### src/rtl/bcd_pkg.sv
// bcd_pkg: shared types and constants for the digit-serial BCD add/subtract unit
package bcd_pkg;
  typedef enum logic [1:0] {IDLE, ADD, FIX, DONE} state_t;
  localparam logic OP_ADD = 1'b0;
  localparam logic OP_SUB = 1'b1;
  localparam logic [3:0] BCD_MAX = 4'd9;
  localparam logic [3:0] BCD_ADJ = 4'd6;
  function automatic logic is_bcd_digit(input logic [3:0] d);
    return d <= BCD_MAX;
  endfunction
endpackage

### src/rtl/bcd_digit_adder.sv
// bcd_digit_adder: single BCD digit adder with +6 decimal correction
module bcd_digit_adder
  import bcd_pkg::*;
(
  input  logic [3:0] a,
  input  logic [3:0] b,
  input  logic       cin,
  output logic [3:0] sum,
  output logic       cout
);
  logic [4:0] bin;
  assign bin  = {1'b0, a} + {1'b0, b} + {4'b0, cin};
  assign cout = bin > {1'b0, BCD_MAX};
  assign sum  = cout ? 4'(bin + {1'b0, BCD_ADJ}) : bin[3:0];
endmodule

### src/rtl/bcd_alu_serial.sv
// bcd_alu_serial: digit-serial packed-BCD add/subtract with sign, carry and digit validation
module bcd_alu_serial
  import bcd_pkg::*;
#(
  parameter int NDIG = 4
) (
  input  logic              clk,
  input  logic              rst,
  input  logic              start,
  input  logic              op,
  input  logic [4*NDIG-1:0] a_bcd,
  input  logic [4*NDIG-1:0] b_bcd,
  output logic              busy,
  output logic              done,
  output logic [4*NDIG-1:0] result,
  output logic              carry,
  output logic              neg,
  output logic              err
);
  localparam int W  = 4 * NDIG;
  localparam int CW = NDIG > 1 ? $clog2(NDIG) : 1;
  state_t state, state_nx;
  logic [W-1:0] a_sh, b_sh, acc, acc_nx;
  logic [CW-1:0] cnt;
  logic op_r, c, valid, last, fix_needed;
  logic [3:0] da, db, ds;
  logic dc;
  always_comb begin
    valid = 1'b1;
    for (int i = 0; i < NDIG; i++)
      valid = valid & is_bcd_digit(a_bcd[4*i+:4]) & is_bcd_digit(b_bcd[4*i+:4]);
  end
  assign last = cnt == CW'(NDIG - 1);
  // FIX reuses the adder as 0 + (9 - r_i) + borrow-chain to form the ten's complement
  assign da = state == FIX ? 4'd0 : a_sh[3:0];
  assign db = state == FIX ? BCD_MAX - acc[3:0] :
              op_r == OP_SUB ? BCD_MAX - b_sh[3:0] : b_sh[3:0];
  assign acc_nx = W'({ds, acc} >> 4);
  assign fix_needed = op_r == OP_SUB && !dc;
  bcd_digit_adder u_add (.a(da), .b(db), .cin(c), .sum(ds), .cout(dc));
  always_ff @(posedge clk or posedge rst)
    if (rst) state <= IDLE;
    else state <= state_nx;
  always_comb begin
    state_nx = state;
    case (state)
      IDLE:    if (start) state_nx = valid ? ADD : DONE;
      ADD:     if (last) state_nx = fix_needed ? FIX : DONE;
      FIX:     if (last) state_nx = DONE;
      default: state_nx = IDLE;
    endcase
  end
  assign busy = state == ADD || state == FIX;
  assign done = state == DONE;
  always_ff @(posedge clk or posedge rst) begin
    if (rst) begin
      a_sh   <= '0;
      b_sh   <= '0;
      acc    <= '0;
      cnt    <= '0;
      op_r   <= 1'b0;
      c      <= 1'b0;
      result <= '0;
      carry  <= 1'b0;
      neg    <= 1'b0;
      err    <= 1'b0;
    end else begin
      case (state)
        IDLE: if (start) begin
          a_sh <= a_bcd;
          b_sh <= b_bcd;
          op_r <= op;
          c    <= op;
          cnt  <= '0;
          acc  <= '0;
          if (!valid) begin
            result <= '0;
            carry  <= 1'b0;
            neg    <= 1'b0;
            err    <= 1'b1;
          end
        end
        ADD: begin
          a_sh <= a_sh >> 4;
          b_sh <= b_sh >> 4;
          acc  <= acc_nx;
          cnt  <= last ? '0 : cnt + 1'b1;
          c    <= last && fix_needed ? 1'b1 : dc;
          if (last && !fix_needed) begin
            result <= acc_nx;
            carry  <= op_r == OP_ADD && dc;
            neg    <= 1'b0;
            err    <= 1'b0;
          end
        end
        FIX: begin
          acc <= acc_nx;
          cnt <= last ? '0 : cnt + 1'b1;
          c   <= dc;
          if (last) begin
            result <= acc_nx;
            carry  <= 1'b0;
            neg    <= 1'b1;
            err    <= 1'b0;
          end
        end
        default: ;
      endcase
    end
  end
endmodule

### config.mk
export PLATFORM = sky130hd
export DESIGN_NAME = bcd_alu_serial
export DESIGN_NICKNAME = d
export VERILOG_FILES = /design/src/rtl/bcd_pkg.sv /design/src/rtl/bcd_digit_adder.sv /design/src/rtl/bcd_alu_serial.sv
export SDC_FILE = /design/constraint.sdc
export NUM_CORES = 1
export LEC_CHECK = 0
export BUFFER_PORTS_ARGS = -buffer_cell sky130_fd_sc_hd__buf_2
export CAP_MARGIN = 20
export CORE_AREA = 2 2 81 83
export CTS_CLUSTER_SIZE = 16
export DETAILED_ROUTE_END_ITERATION = 10
export DIE_AREA = 0 0 83 85
export PLACE_DENSITY = 0.8
export SLEW_MARGIN = 5
export SYNTH_ARGS = -nofsm -noshare
export SYNTH_HDL_FRONTEND = slang
export SYNTH_SLANG_ARGS = --single-unit
### constraint.sdc
create_clock -name clk -period 6.2 [get_ports clk]
set_input_delay 1.24 -clock clk [delete_from_list [all_inputs] [get_ports clk]]
set_output_delay 1.24 -clock clk [all_outputs]
set_load 0.02 [all_outputs]
==> results.txt <==
----------------------------------------------------
[Timing]
  Number of failing hold endpoints at the final stage ... 0
  Total Neg Setup Slack ... 0 ns
  Final Max Tran Viols ... 0
  Slew at the pin closest to its max-slew limit ... 0.907 ns
  Crit path time final ... 3.92 ns
  Max Clock Freq ... 255 MHz
  Final worst path period share ... 0.633
  Setup skew after layout ... about 0.011 ns
  Number of failing setup endpoints in the final timing report ... 0
  Setup repair after global routing missed its margin ... no
  Slew HR ... 0.395
  Final hold slack ... around 0.47 ns

[Worst setup path]
  Number of cells on the critical path ... 13
  FF-to-FF path depth ... 13
  Cell chain of the critical path ... inv_1 -> ha_1 -> nand2_1 -> o21ai_0 -> fa_1 -> inv_1 -> fa_1 -> xnor2_1 -> ha_1 -> a22oi_1 -> a311oi_4 -> nor2_4 -> mux2_2
  Critical path class ... flip-flop to flip-flop
  Crit start category ... flip-flop
  Crit path max-delay cell type ... sky130_fd_sc_hd__nor2_4
  Largest driver fanout on the critical path ... 16
  Top delay family on crit path ... adder cells
  Data arrival time at the worst-slack endpoint ... ~4.2 ns
  Category of the worst setup path capture point ... flip-flop
  Crit path buffers/inverters ... 2
  Critical path's largest stage delay ... around 0.52 ns
  Req. time, crit path ... between 6 and 7 ns

[Detailed routing]
  Wire length on met2 ... 3.47 mm
  Number of DRC violations after detailed routing ... 0
  Routed WL ... 7.24 mm
  Wire length on met1 ... about 3.3 mm
  Sum of met3 wire segment lengths after detailed routing ... 358 um
  Drt first-iter violations ... 112
  Pre-Repair DR Iteration Count ... 4
  Antenna viol nets, final ... 0
  Via-to-Cell Ratio ... 5.56
  Uppermost metal layer occupied by signal nets ... met4
  Routed length per instance ... 15.5 um
  Via Count ... 2590

[Worst hold path]
  Number of cells on the worst hold path ... 2
  Type of the worst min-delay path ... flip-flop to flip-flop

[GRT]
  Vias in the first global route ... 2632
  Total routing usage reported by global routing ... 0.222
  Final global-route overflow total ... 0
  Antenna violations before repair ... 0
  Pin count of the biggest net entering global routing ... 74
  First-pass GRT wire length ... approximately 13 mm

[Die]
  Placeable core area ... just over 0.006 mm2
  Number of top-level pins ... 57
  Chip width ... roughly 83 um
  Cell row count ... 29
  Initial core utilization ... 0.590
  Area of the die ... 0.00706 mm2
  Die height ... 85 um

[Yosys]
  Leading area contributor after synthesis ... sky130_fd_sc_hd__dfrtp_1
  Area share of the leading cell type in the synthesized netlist ... 0.499
  Post-synthesis instance total ... 328
  Yosys warnings ... 0
  Number of synthesized register bits ... 73
  Post-Synthesis Cell Area ... 0.00366 mm2
  Total nets after synthesis ... roughly 380
  Distinct cell type count after synthesis ... 41
  Average size of a mapped cell ... between 10 and 15 um2
  Leading cell types by total area after synthesis ... sky130_fd_sc_hd__dfrtp_1 (50%), sky130_fd_sc_hd__mux2i_1 (6.8%), sky130_fd_sc_hd__o21ai_0 (6.1%)
  Sequential area share after synthesis ... 0.499

[Power]
  Final Power ... roughly 2.8 mW
  Power density of the placed cells ... 659 mW/mm2
  Combinational Power Share ... 0.580
  VDD IR-drop max ... between 0.4 and 0.5 mV
  Proportion of power drawn by flip-flops and latches ... 0.292
  Clock network fraction of total power ... 0.127
  Switch share ... 0.440
  Leakage power ... 2.08 nW
  Cell-internal power ... 1.55 mW
  Switching power of the nets ... ~1.2 mW

[CTS]
  Bufs on Longest Clock Path ... 2
  Count of clock tree sinks ... 73
  Hold-fix buffers, CTS ... 0
  Post_cts resized ... 0
  Latest clock arrival within the worst-skew pair ... 0.35 ns
  Clock slew seen by the registers of the worst setup and hold paths ... 0.08 ns
  Number of clock buffers inserted by TritonCTS ... 9
  Root buf cell ... sky130_fd_sc_hd__clkbuf_8
  Deepest level of the CTS H-tree ... 3
  CTS tree ... yes
  Setup Fix Bufs, Post-CTS ... 0

[Finish]
  Diode insertion count for antenna repair ... 0
  Layout cells sized above 1 ... 0.290
  Count of filler cells inserted in the layout ... 490
  Post-synthesis to final-layout area growth ... 14.6%
  Final net count ... 433
  Area of all placed cells without fillers ... 0.00420 mm2
  Final cell count without fillers ... 466

[Job]
  Max-Cap Viols ... 0

[Placement]
  Placed cell count ... 450
  Input/output buffers ... 56
  Final estimated routing congestion in global placement ... 0.835
  DP HPWL ... 5.18 mm
  Placed inst area ... 0.00401 mm2

[Outcome]
  Status ... complete, no violations

----------------------------------------------------
cells in the final DEF (no fill, tap or decap), drive strengths merged, types with 8 or more instances in the layout:
cell	n
inv	16
buf	60
nand2	43
clkbuf	11
mux2i	25
mux2	29
a22o	8
and2	12
dfrtp	73
ha	11
o21ai	46
layout make-up:
type | count | area, um2 | share of cell area
tap | 77 | 96.3 | 0.0229
clock buffer | 11 | 151 | 0.0361
multi-input combinational | 226 | 1720 | 0.411
inverter | 14 | 52.6 | 0.0125
clock inverter | 5 | 37.5 | 0.00894
timing repair buffer | 60 | 310 | 0.0739
sequential | 73 | 1830 | 0.435
cells in the mapped netlist, drive strengths merged:
master  instances
a2bb2o          1
nor2            6
ha             11
a311oi          1
nand2          43
a22o            8
a22oi           1
fa              2
o21ai          46
xor2            3
a211o           1
a221o           1
xnor2           2
and3b           1
clkbuf         11
mux2i          25
nand2b          3
a21o            3
nand3           3
o211ai          2
o31ai           3
nor2b           4
a32o            1
inv            14
a31oi           1
o41ai           2
a21oi           4
mux2           29
o221a           1
dfrtp          73
buf             4
and3            1
o311ai          1
or2             1
and2           12
nand4           2
or3             1
worst min-delay path, delay by kind of cell (launching register included):
kind / cells / cell delay [ns]
AOI/OAI and AO/OA: 1 / 0.05
DFF: 1 / 0.34
and+or+nand+nor: 1 / 0.05
cell families (layout without fill, tap and decap cells):
family                     Yosys count  count (layout)  share of synthesized area
muxes                               54              54                      0.168
DFF                                 73              73                      0.499
AOI/OAI and AO/OA                   77              77                      0.140
adders and majority gates           13              13                     0.0485
buffers and inverters               29              90                     0.0318
xor gates and xnor gates             5               5                     0.0120
and+or+nand+nor                     77              77                      0.101
sequential cells by signal, indices dropped and copies added, names as in the netlist:
signal	cells
a_sh	16
op_r	1
state	2
err	1
result	16
b_sh	16
neg	1
acc	16
c	1
carry	1
cnt	2
power by group through the flow:
stage	sequential, mW	clock, mW	combinational [mW]
2_1_floorplan	0.835	0	1.23
3_3_place_gp	0.808	0	1.53
3_5_place_dp	0.821	0	1.60
5_1_grt	0.837	0.379	1.79
4_1_cts	0.812	0.360	1.61
6_report	0.809	0.353	1.61
path summary, 6_finish.rpt:
path                            startpoint    endpoint  slack, ns
worst max register to register    state[0]   result[3]       2.28
min in group asynchronous              rst  result[15]       1.16
worst max-delay path              state[0]   result[3]       2.28
worst min register to register     acc[13]     acc[13]       0.47
worst min-delay path               acc[13]     acc[13]       0.47
max in group asynchronous              rst     a_sh[3]       4.45
through the flow:
stage	worst slack [ns]	utilization
2_1_floorplan	2.73	-
6_report	2.28	0.677
4_1_cts	2.27	0.677
3_5_place_dp	2.30	0.646
3_3_place_gp	2.52	0.646
5_1_grt	1.95	0.677
metal layers:
| layer | GRT usage | vias up |
|---|---|---|
| met3 | 0.0584 | 7 |
| met4 | 0.0641 | 0 |
| li1 | - | 1266 |
| met5 | 0 | - |
| met2 | 0.364 | 77 |
| met1 | 0.296 | 1240 |
Power figures use the tool's default switching activity.
